### config.mk
export PLATFORM = sky130hd
export DESIGN_NAME = clink_rx_parser_flat
export DESIGN_NICKNAME = d
export VERILOG_FILES = /design/src/rtl/clink_rx_parser_if.sv /design/src/rtl/clink_rx_parser.sv /design/src/flat_wrapper.sv
export SDC_FILE = /design/constraint.sdc
export NUM_CORES = 1
export LEC_CHECK = 0
export CORE_ASPECT_RATIO = 1.4
export CORE_MARGIN = 4
export CORE_UTILIZATION = 50
export DETAILED_ROUTE_END_ITERATION = 16
export PLACE_DENSITY = 0.76
export SLEW_MARGIN = 20
export SYNTH_ARGS = -nofsm -noshare
export SYNTH_HDL_FRONTEND = slang
export SYNTH_SLANG_ARGS = --single-unit
export TNS_END_PERCENT = 5
### constraint.sdc
create_clock -name clk -period 1.95 [get_ports clk]
set_input_delay 0.2925 -clock clk [delete_from_list [all_inputs] [get_ports clk]]
set_output_delay 0.2925 -clock clk [all_outputs]
set_load 0.02 [all_outputs]
### src/rtl/clink_rx_parser_if.sv
// Signal bundle between the C-link rx parser, the rx byte buffer and the application.
// Handshake: every strobe here is a one-cycle pulse with no back-pressure; data is valid in the pulse cycle.
interface clink_rx_parser_if;
  logic [3:0]  station_id;
  logic [3:0]  slot_id;
  logic        rx_done;
  logic [10:0] rx_data_len;
  logic        rx_buf_rden;
  logic [10:0] rx_buf_raddr;
  logic [7:0]  rx_buf_rdata;
  logic        ch1_rxbuf_wren;
  logic [9:0]  ch1_rxbuf_waddr;
  logic [7:0]  ch1_rxbuf_wdata;
  logic        frame_valid;
  logic [23:0] rx_sa;
  logic [7:0]  rx_sn;
  logic [15:0] rx_tn;
  logic [15:0] rx_pn;
  logic        len_err;
  logic        pn_err;
  logic        sn_err;
  logic        overrun;
  logic        busy;
  logic [1:0]  state_dbg;

  // master is the parser itself; slave is the buffer/application side.
  modport master (
    input  station_id, slot_id, rx_done, rx_data_len, rx_buf_rdata,
    output rx_buf_rden, rx_buf_raddr, ch1_rxbuf_wren, ch1_rxbuf_waddr, ch1_rxbuf_wdata,
    output frame_valid, rx_sa, rx_sn, rx_tn, rx_pn,
    output len_err, pn_err, sn_err, overrun, busy, state_dbg
  );

  modport slave (
    output station_id, slot_id, rx_done, rx_data_len, rx_buf_rdata,
    input  rx_buf_rden, rx_buf_raddr, ch1_rxbuf_wren, ch1_rxbuf_waddr, ch1_rxbuf_wdata,
    input  frame_valid, rx_sa, rx_sn, rx_tn, rx_pn,
    input  len_err, pn_err, sn_err, overrun, busy, state_dbg
  );
endinterface

### src/rtl/clink_rx_parser.sv
// C-link receive framer: reads a completed frame from the rx buffer, parses the header,
// filters on destination address and copies the payload into the channel-1 rx buffer.
module clink_rx_parser (
  input logic                 clk,
  input logic                 reset,
  clink_rx_parser_if.master   bus
);
  localparam int          HDR_LEN   = 11;
  localparam int          PAY_LEN   = 1024;
  localparam logic [23:0] BCAST_DA  = 24'hFFFFFF;
  localparam logic [10:0] FRAME_LEN = 11'(HDR_LEN + PAY_LEN);
  localparam logic [10:0] LAST_ADDR = FRAME_LEN - 11'd1;

  typedef enum logic [1:0] {S_IDLE, S_HDR, S_PAY, S_CHECK} state_t;

  state_t      r_state;
  logic [23:0] r_own;
  logic [63:0] r_hdr;
  logic        r_vld_d;
  logic [10:0] r_addr_d;
  logic [9:0]  r_wptr;
  logic        r_sn_seen;
  logic [7:0]  r_last_sn;
  logic        r_rden;
  logic [10:0] r_raddr;
  logic        r_wren;
  logic [9:0]  r_waddr;
  logic [7:0]  r_wdata;
  logic        r_frame_valid;
  logic [23:0] r_sa;
  logic [7:0]  r_sn;
  logic [15:0] r_tn;
  logic [15:0] r_pn;
  logic        r_len_err;
  logic        r_pn_err;
  logic        r_sn_err;
  logic        r_overrun;
  logic        r_busy;

  // DA completes when its third byte is on the read bus; compare before it is shifted in.
  logic [23:0] w_da;
  logic        w_da_hit;
  assign w_da     = {r_hdr[15:0], bus.rx_buf_rdata};
  assign w_da_hit = (w_da == r_own) || (w_da == BCAST_DA);

  always_ff @(posedge clk or negedge reset) begin
    if (!reset) begin
      r_state       <= S_IDLE;
      r_own         <= '0;
      r_hdr         <= '0;
      r_vld_d       <= 1'b0;
      r_addr_d      <= '0;
      r_wptr        <= '0;
      r_sn_seen     <= 1'b0;
      r_last_sn     <= '0;
      r_rden        <= 1'b0;
      r_raddr       <= '0;
      r_wren        <= 1'b0;
      r_waddr       <= '0;
      r_wdata       <= '0;
      r_frame_valid <= 1'b0;
      r_sa          <= '0;
      r_sn          <= '0;
      r_tn          <= '0;
      r_pn          <= '0;
      r_len_err     <= 1'b0;
      r_pn_err      <= 1'b0;
      r_sn_err      <= 1'b0;
      r_overrun     <= 1'b0;
      r_busy        <= 1'b0;
    end else begin
      r_wren        <= 1'b0;
      r_frame_valid <= 1'b0;
      r_len_err     <= 1'b0;
      r_pn_err      <= 1'b0;
      r_sn_err      <= 1'b0;
      r_overrun     <= 1'b0;
      // Read data trails the address by one cycle; track which address it belongs to.
      r_vld_d       <= r_rden;
      r_addr_d      <= r_raddr;

      if (r_rden) begin
        if (r_raddr == LAST_ADDR) r_rden  <= 1'b0;
        else                      r_raddr <= r_raddr + 11'd1;
      end

      if (bus.rx_done && (r_state != S_IDLE)) r_overrun <= 1'b1;

      case (r_state)
        S_IDLE: begin
          if (bus.rx_done) begin
            r_own <= {8'h00, 4'h0, bus.station_id, 4'h0, bus.slot_id};
            if (bus.rx_data_len != FRAME_LEN) begin
              r_len_err <= 1'b1;
            end else begin
              r_state <= S_HDR;
              r_busy  <= 1'b1;
              r_rden  <= 1'b1;
              r_raddr <= '0;
              r_wptr  <= '0;
            end
          end
        end
        S_HDR: begin
          if (r_vld_d) begin
            r_hdr <= {r_hdr[55:0], bus.rx_buf_rdata};
            if ((r_addr_d == 11'd2) && !w_da_hit) begin
              r_rden  <= 1'b0;
              r_busy  <= 1'b0;
              r_state <= S_IDLE;
            end else if (r_addr_d == 11'(HDR_LEN - 1)) begin
              r_state <= S_PAY;
            end
          end
        end
        S_PAY: begin
          if (r_vld_d) begin
            r_wren  <= 1'b1;
            r_waddr <= r_wptr;
            r_wdata <= bus.rx_buf_rdata;
            r_wptr  <= r_wptr + 10'd1;
            if (r_addr_d == LAST_ADDR) r_state <= S_CHECK;
          end
        end
        S_CHECK: begin
          // After 11 shifts the register holds SA, SN, TN, PN (DA has been shifted out).
          r_sa          <= r_hdr[63:40];
          r_sn          <= r_hdr[39:32];
          r_tn          <= r_hdr[31:16];
          r_pn          <= r_hdr[15:0];
          r_frame_valid <= 1'b1;
          r_pn_err      <= (r_hdr[15:0] != 16'd1) && (r_hdr[15:0] != 16'd2);
          r_sn_err      <= r_sn_seen && (r_hdr[39:32] != (r_last_sn + 8'd1));
          r_sn_seen     <= 1'b1;
          r_last_sn     <= r_hdr[39:32];
          r_busy        <= 1'b0;
          r_state       <= S_IDLE;
        end
        default: r_state <= S_IDLE;
      endcase
    end
  end

  assign bus.rx_buf_rden     = r_rden;
  assign bus.rx_buf_raddr    = r_raddr;
  assign bus.ch1_rxbuf_wren  = r_wren;
  assign bus.ch1_rxbuf_waddr = r_waddr;
  assign bus.ch1_rxbuf_wdata = r_wdata;
  assign bus.frame_valid     = r_frame_valid;
  assign bus.rx_sa           = r_sa;
  assign bus.rx_sn           = r_sn;
  assign bus.rx_tn           = r_tn;
  assign bus.rx_pn           = r_pn;
  assign bus.len_err         = r_len_err;
  assign bus.pn_err          = r_pn_err;
  assign bus.sn_err          = r_sn_err;
  assign bus.overrun         = r_overrun;
  assign bus.busy            = r_busy;
  assign bus.state_dbg       = r_state;
endmodule

### src/flat_wrapper.sv
// flat-port wrapper written by rule: the top's interface ports become plain ports
module clink_rx_parser_flat 
  (clk, reset, bus_station_id, bus_slot_id, bus_rx_done, bus_rx_data_len, bus_rx_buf_rdata, bus_rx_buf_rden, bus_rx_buf_raddr, bus_ch1_rxbuf_wren, bus_ch1_rxbuf_waddr, bus_ch1_rxbuf_wdata, bus_frame_valid, bus_rx_sa, bus_rx_sn, bus_rx_tn, bus_rx_pn, bus_len_err, bus_pn_err, bus_sn_err, bus_overrun, bus_busy, bus_state_dbg);
  clink_rx_parser_if bus_i ();
  input logic clk;
  input logic reset;
  input wire logic [$bits(bus_i.station_id)-1:0] bus_station_id;
  input wire logic [$bits(bus_i.slot_id)-1:0] bus_slot_id;
  input wire logic [$bits(bus_i.rx_done)-1:0] bus_rx_done;
  input wire logic [$bits(bus_i.rx_data_len)-1:0] bus_rx_data_len;
  input wire logic [$bits(bus_i.rx_buf_rdata)-1:0] bus_rx_buf_rdata;
  output wire logic [$bits(bus_i.rx_buf_rden)-1:0] bus_rx_buf_rden;
  output wire logic [$bits(bus_i.rx_buf_raddr)-1:0] bus_rx_buf_raddr;
  output wire logic [$bits(bus_i.ch1_rxbuf_wren)-1:0] bus_ch1_rxbuf_wren;
  output wire logic [$bits(bus_i.ch1_rxbuf_waddr)-1:0] bus_ch1_rxbuf_waddr;
  output wire logic [$bits(bus_i.ch1_rxbuf_wdata)-1:0] bus_ch1_rxbuf_wdata;
  output wire logic [$bits(bus_i.frame_valid)-1:0] bus_frame_valid;
  output wire logic [$bits(bus_i.rx_sa)-1:0] bus_rx_sa;
  output wire logic [$bits(bus_i.rx_sn)-1:0] bus_rx_sn;
  output wire logic [$bits(bus_i.rx_tn)-1:0] bus_rx_tn;
  output wire logic [$bits(bus_i.rx_pn)-1:0] bus_rx_pn;
  output wire logic [$bits(bus_i.len_err)-1:0] bus_len_err;
  output wire logic [$bits(bus_i.pn_err)-1:0] bus_pn_err;
  output wire logic [$bits(bus_i.sn_err)-1:0] bus_sn_err;
  output wire logic [$bits(bus_i.overrun)-1:0] bus_overrun;
  output wire logic [$bits(bus_i.busy)-1:0] bus_busy;
  output wire logic [$bits(bus_i.state_dbg)-1:0] bus_state_dbg;
  assign bus_i.station_id = bus_station_id;
  assign bus_i.slot_id = bus_slot_id;
  assign bus_i.rx_done = bus_rx_done;
  assign bus_i.rx_data_len = bus_rx_data_len;
  assign bus_i.rx_buf_rdata = bus_rx_buf_rdata;
  assign bus_rx_buf_rden = bus_i.rx_buf_rden;
  assign bus_rx_buf_raddr = bus_i.rx_buf_raddr;
  assign bus_ch1_rxbuf_wren = bus_i.ch1_rxbuf_wren;
  assign bus_ch1_rxbuf_waddr = bus_i.ch1_rxbuf_waddr;
  assign bus_ch1_rxbuf_wdata = bus_i.ch1_rxbuf_wdata;
  assign bus_frame_valid = bus_i.frame_valid;
  assign bus_rx_sa = bus_i.rx_sa;
  assign bus_rx_sn = bus_i.rx_sn;
  assign bus_rx_tn = bus_i.rx_tn;
  assign bus_rx_pn = bus_i.rx_pn;
  assign bus_len_err = bus_i.len_err;
  assign bus_pn_err = bus_i.pn_err;
  assign bus_sn_err = bus_i.sn_err;
  assign bus_overrun = bus_i.overrun;
  assign bus_busy = bus_i.busy;
  assign bus_state_dbg = bus_i.state_dbg;
  clink_rx_parser u_core (.clk(clk), .reset(reset), .bus(bus_i));
endmodule
# Word-level counts from Yosys, hierarchy flattened
# Index checks and enable logic that the tools add are counted.
dict set report word_totals {
  in_bits 30
  ff_bits 198
  wordCells 99
}
dict set report op_classes {
  muxes 38
  n_addsub 3
  reduce_logical 16
  eq_ne 20
}
# op n
set ops {}
lappend ops {{2-to-1 mux 11 bit} 5}
lappend ops {{2-to-1 mux 10 bit} 3}
lappend ops {{equality test 24 x 12 -> 1 bit} 1}
lappend ops {{equality test 24 bit (second input constant)} 1}
lappend ops {{equality test 11 bit (second input constant)} 2}
lappend ops {{one-hot mux 10 bit (2 select lines)} 1}
lappend ops {{2-to-1 mux 1 bit} 19}
lappend ops {{!= test 16 x 1 -> 1 bit (second input constant)} 1}
lappend ops {{!= test 16 x 2 -> 1 bit (second input constant)} 1}
lappend ops {{2-to-1 mux 2 bit} 7}
lappend ops {{adder 11 x 1 -> 11 bit (second input constant)} 1}
lappend ops {{equality test 11 x 2 -> 1 bit (second input constant)} 1}
lappend ops {{equality test 11 x 4 -> 1 bit (second input constant)} 1}
lappend ops {{!= test 11 bit (second input constant)} 1}
lappend ops {{adder 10 x 1 -> 10 bit (second input constant)} 1}
lappend ops {{adder 8 x 1 -> 8 bit (second input constant)} 1}
lappend ops {{!= test 2 x 1 -> 1 bit (second input constant)} 4}
lappend ops {{!= test 8 bit} 1}
lappend ops {{one-hot mux 2 bit (4 select lines)} 1}
lappend ops {{AND reduction 2 bit} 3}
lappend ops {{AND reduction 6 bit} 1}
lappend ops {{AND reduction 5 bit} 1}
lappend ops {{equality test 2 bit (second input constant)} 2}
lappend ops {{logical AND 1 bit} 4}
lappend ops {{11 further kinds} 13}

# Logic depth before layout (Yosys ltp)
dict set report logic_depth {
  ltp_word 7
  mapped_depth 7
}

# Worst setup path before layout
# No wires, ideal clock.
dict set report synth_timing {
  path_kind {register -> register}
  startpoint {register u_core.r_raddr[0] (netlist: u_core.bus.rx_buf_raddr[0])}
  endpoint {register u_core.r_raddr[6] (netlist: u_core.bus.rx_buf_raddr[6])}
  t_arrival_ns 1.775
  stages_incl_launch_ff 8
  setup_slack_ns 0.043
  n_path_buf 0
  path_cell_list {dfrtp_1 > inv_1 > ha_1 > or4bb_1 > o31a_1 > nand3_1 > xor2_1 > nor2_1}
}
dict set report synth_between {
  elab_chain_cells 6
}
# element line_no
set synth_lines {}
lappend synth_lines {{start, declared} clink_rx_parser.sv:25} ;# logic [10:0] r_raddr;
lappend synth_lines {{start signal, assigned} clink_rx_parser.sv:84} ;# else r_raddr <= r_raddr + 11'd1;
lappend synth_lines {{adder 11 x 1 -> 11 bit / equality test 11 bit (equally long branches)} {clink_rx_parser.sv:84, clink_rx_parser.sv:83}}
lappend synth_lines {{2-to-1 mux 11 bit *} clink_rx_parser.sv:83} ;# if (r_raddr == LAST_ADDR) r_rden <= 1'b0;
lappend synth_lines {{2-to-1 mux 11 bit *} clink_rx_parser.sv:82} ;# if (r_rden) begin
lappend synth_lines {{2-to-1 mux 11 bit} clink_rx_parser.sv:93} ;# if (bus.rx_data_len != FRAME_LEN) begin
lappend synth_lines {{2-to-1 mux 11 bit} clink_rx_parser.sv:91} ;# if (bus.rx_done) begin
lappend synth_lines {{2-to-1 mux 11 bit *} clink_rx_parser.sv:89} ;# case (r_state)
# Every way passes the cells marked *; elsewhere a longest branch is shown, timed or not.
# A chain may end at the register's enable or synchronous reset.

==> results.sh <==
export IMPL_drv_slew=0
export IMPL_clkSlewWorstSetupHoldPaths_ns=0.08
export IMPL_status="finished, final reports clean"
export IMPL_finalHoldViolCount=0
export IMPL_synth_area_um2=7910
export IMPL_synth_nets=619
export IMPL_viasPerCell=5.40
export IMPL_async_reset_ff_share_pct=100
export IMPL_min_period_ns=1.89
export IMPL_avgRoutedWirePerCell_um=18.0
export IMPL_r2r_worst_path_cells=6
export IMPL_clkLatencyLatePin_ns=0.43
export IMPL_crit_buf_inv=1
export IMPL_maxCapViolations=0
export IMPL_synthTopCellsByArea="dfrtp_1 (63%), mux2_2 (19%), nand2_1 (3.6%)"
export IMPL_grt_max_degree=66
export IMPL_fp_row_count=54
export IMPL_synth_top_area_share_pct=62.6
export IMPL_reg2reg_to="u_core.bus.state_dbg[0]"
export IMPL_crit_path_max_incr_delay_ns=0.70
export IMPL_globalplace_congestion=0.770
export IMPL_nets=785
export IMPL_synth_distinct_cells=44
export IMPL_first_pass_iters=4
export IMPL_ioPinCount=133
export IMPL_grt_pass1_wl_mm=28.2
export IMPL_synth_edf_count=0
export IMPL_ctsLongestPathBuffers=2
export IMPL_fmax_mhz=529
export IMPL_dp_cells=926
export IMPL_drt_initial_drc_count=289
export IMPL_final_cell_count_no_fill=959
export IMPL_port_buffers=132
export IMPL_path_max_fanout=7
export IMPL_synthFlopType="dfrtp_1"
export IMPL_synth_seq_cells=198
export IMPL_endpoint="bus_state_dbg[1]"
export IMPL_setup_violations=0
export IMPL_worstReg2RegStart="u_core.r_addr_d[8]"
export IMPL_cts_tree="built"
export IMPL_crit_chain="clkdlybuf4s50_1"
export IMPL_vias=5183
export IMPL_n_antenna_cell=0
export IMPL_die_y_um=157
export IMPL_fin_hold_ws_ns=0.411
export IMPL_drcViolationCount=0
export IMPL_tightest_slew_ns=0.553
export IMPL_required_ns=1.66
export IMPL_met3_wirelength_um=794
export IMPL_worstSetupStartpointType="flop"
export IMPL_wl_mm=17.3
export IMPL_leakage_uw=0.00475
export IMPL_grt_pass1_vias=5514
export IMPL_yosys_warnings=0
export IMPL_post_dp_hpwl_mm=12.7
export IMPL_cp_depth=1
export IMPL_setup_worst_path_class="flop to output port"
export IMPL_cts_buffers=17
export IMPL_powerDensity_nw_per_um2=808
export IMPL_synth_largest_area_cell="dfrtp_1"
export IMPL_routed_top_layer="met4"
export IMPL_wl_met1_mm=6.81
export IMPL_slew_limit_headroom_pct=63.1
export IMPL_finalPower_uw=8370
export IMPL_synth_cells=585
export IMPL_start_util_pct=50.9
export IMPL_drive_gt1_share_pct=28.2
export IMPL_htreeDepth=4
export IMPL_drt_antenna_violating_nets=0
export IMPL_synth_most_common_cell="dfrtp_1"
export IMPL_worst_clock_skew_ns=0.0145
export IMPL_rsz0062_at_grt="true"
export IMPL_clock_sinks=198
export IMPL_antenna_found_initial=0
export IMPL_period_share_pct=97.0
export IMPL_grtUsageTotal_pct=20.0
export IMPL_hold_path_class="input pin to asynchronous set/reset pin"
export IMPL_irDropWorstVdd_mv=0.547
export IMPL_timing_reg2reg_setup_slack_ns=0.06
export IMPL_die_w_um=114
export IMPL_cts_root_buf="clkbuf_16"
export IMPL_cp_top_family="buffers and inverters"
export IMPL_cp_slowest_cell="clkdlybuf4s50_1"
export IMPL_n_fill_cell=1142
export IMPL_synth_yosys_seq_area_share_pct=62.6
export IMPL_synthTopCellsByCount="dfrtp_1 (198), mux2_2 (136), nand2_1 (75)"
export IMPL_grt_overflow=0
export IMPL_cp_end_kind="output port"
export IMPL_area_growth_pct=31.0
export IMPL_syn_avg_cell_area_um2=13.5
export IMPL_core_area_um2=15500
export IMPL_arrival_ns=1.60
export IMPL_dr_wl_met2_mm=9.40
export IMPL_die_area_um2=17900
export IMPL_finalSetupTns_ns=0
## metal layers
metal  global-route usage, %  vias to the layer above
met5                       0                        -
met4                    6.06                        0
met3                    4.26                       22
met2                    36.0                      141
met1                    23.9                     2635
li1                        -                     2385
## final cells by class
type / instances / area (um2) / area share [%]
flip-flops and latches: 198 / 4950 / 47.8
well taps: 196 / 245 / 2.37
inverters: 4 / 15.0 / 0.145
multi-input cells: 361 / 2890 / 27.9
clock inverters: 14 / 139 / 1.34
repair buffers: 169 / 1690 / 16.3
clock buffers: 17 / 425 / 4.11
## registers in the layout, summed over array words and instances (netlist names), 8 cells and up, named ones only
| name | count |
|---|---|
| u_core.bus.rx_tn | 16 |
| u_core.bus.rx_sa | 24 |
| u_core.r_own | 8 |
| u_core.r_wptr | 10 |
| u_core.r_hdr | 64 |
| u_core.bus.rx_pn | 16 |
| u_core.bus.ch1_rxbuf_wdata | 8 |
| u_core.bus.ch1_rxbuf_waddr | 10 |
| u_core.r_last_sn | 8 |
| u_core.bus.rx_buf_raddr | 11 |
| u_core.r_addr_d | 11 |
## worst register-to-register path, stage by stage, from the launching register on
cell and delay, ns:
dfrtp_1 0.37, nor4_2 0.27, nand2_1 0.12, nor4_2 0.14
buf_4 0.15, or4b_4 0.47, a41o_1 0.25
## worst min path at each step
stage / from / depth (start not counted) / endpoint
4_1_cts: reset / 2 / u_core.bus.rx_sa[22]
3_5_place_dp: reset / 1 / u_core.bus.rx_sa[22]
3_3_place_gp: reset / 1 / u_core.r_hdr[60]
5_1_grt: reset / 2 / u_core.bus.rx_sa[21]
2_1_floorplan: reset / 0 / asynchronous set/reset pin
6_report: reset / 2 / u_core.r_hdr[62]
## metrics by stage
step | setup slack (ns) | util, % | area, um2
2_1_floorplan | 0.0431 | - | 7910
5_1_grt | -0.0675 | 66.7 | 10400
6_report | 0.0585 | 66.7 | 10400
3_5_place_dp | -0.187 | 62.8 | 9760
4_1_cts | 0.0111 | 66.5 | 10300
3_3_place_gp | -0.0909 | 62.8 | 9760
## cell usage in the layout, fill, tap and decap left out, types with 3 or more instances in the layout
| master | instances |
|---|---|
| inv_6 | 4 |
| nor2_1 | 23 |
| nor2b_1 | 3 |
| o21ai_0 | 5 |
| xor2_1 | 16 |
| nand2_1 | 74 |
| nor4_1 | 8 |
| dfrtp_1 | 198 |
| nand4_1 | 14 |
| inv_8 | 4 |
| and3_1 | 4 |
| and2_1 | 3 |
| ha_1 | 4 |
| inv_1 | 3 |
| mux2_2 | 136 |
| clkdlybuf4s50_1 | 131 |
| buf_12 | 7 |
| clkbuf_16 | 17 |
| buf_4 | 29 |
| nand3_1 | 10 |
| nand3b_1 | 3 |
| and4_1 | 3 |
| xnor2_1 | 18 |
## cell families after synthesis
| group | Yosys count | synth area share, % |
|---|---|---|
| flip-flops | 198 | 62.6 |
| XOR/XNOR | 34 | 3.76 |
| buffers and inverters | 26 | 1.30 |
| adder cells (fa/ha/maj) | 4 | 0.633 |
| multiplexers | 136 | 19.4 |
| AND/OR/NAND/NOR | 167 | 10.5 |
| AO/OA/AOI/OAI | 20 | 1.83 |
## timing repair
item,in CTS,in global routing
hold endpoints to repair,57,0
setup endpoints to repair,1,3
pin swaps,3,1
buffers inserted,0,1
gates resized for setup,1,2
hold buffers,1,0
## power breakdown
part / internal [uW] / switching (uW) / leakage, uW / total [uW]
sequential: 4300 / 192 / 0.00254 / 4490
combinational: 325 / 230 / 0.00193 / 555
clock: 1700 / 1630 / 0.000278 / 3330
total: 6320 / 2060 / 0.00475 / 8370
Note: power is estimated with default switching activity, not from simulation.
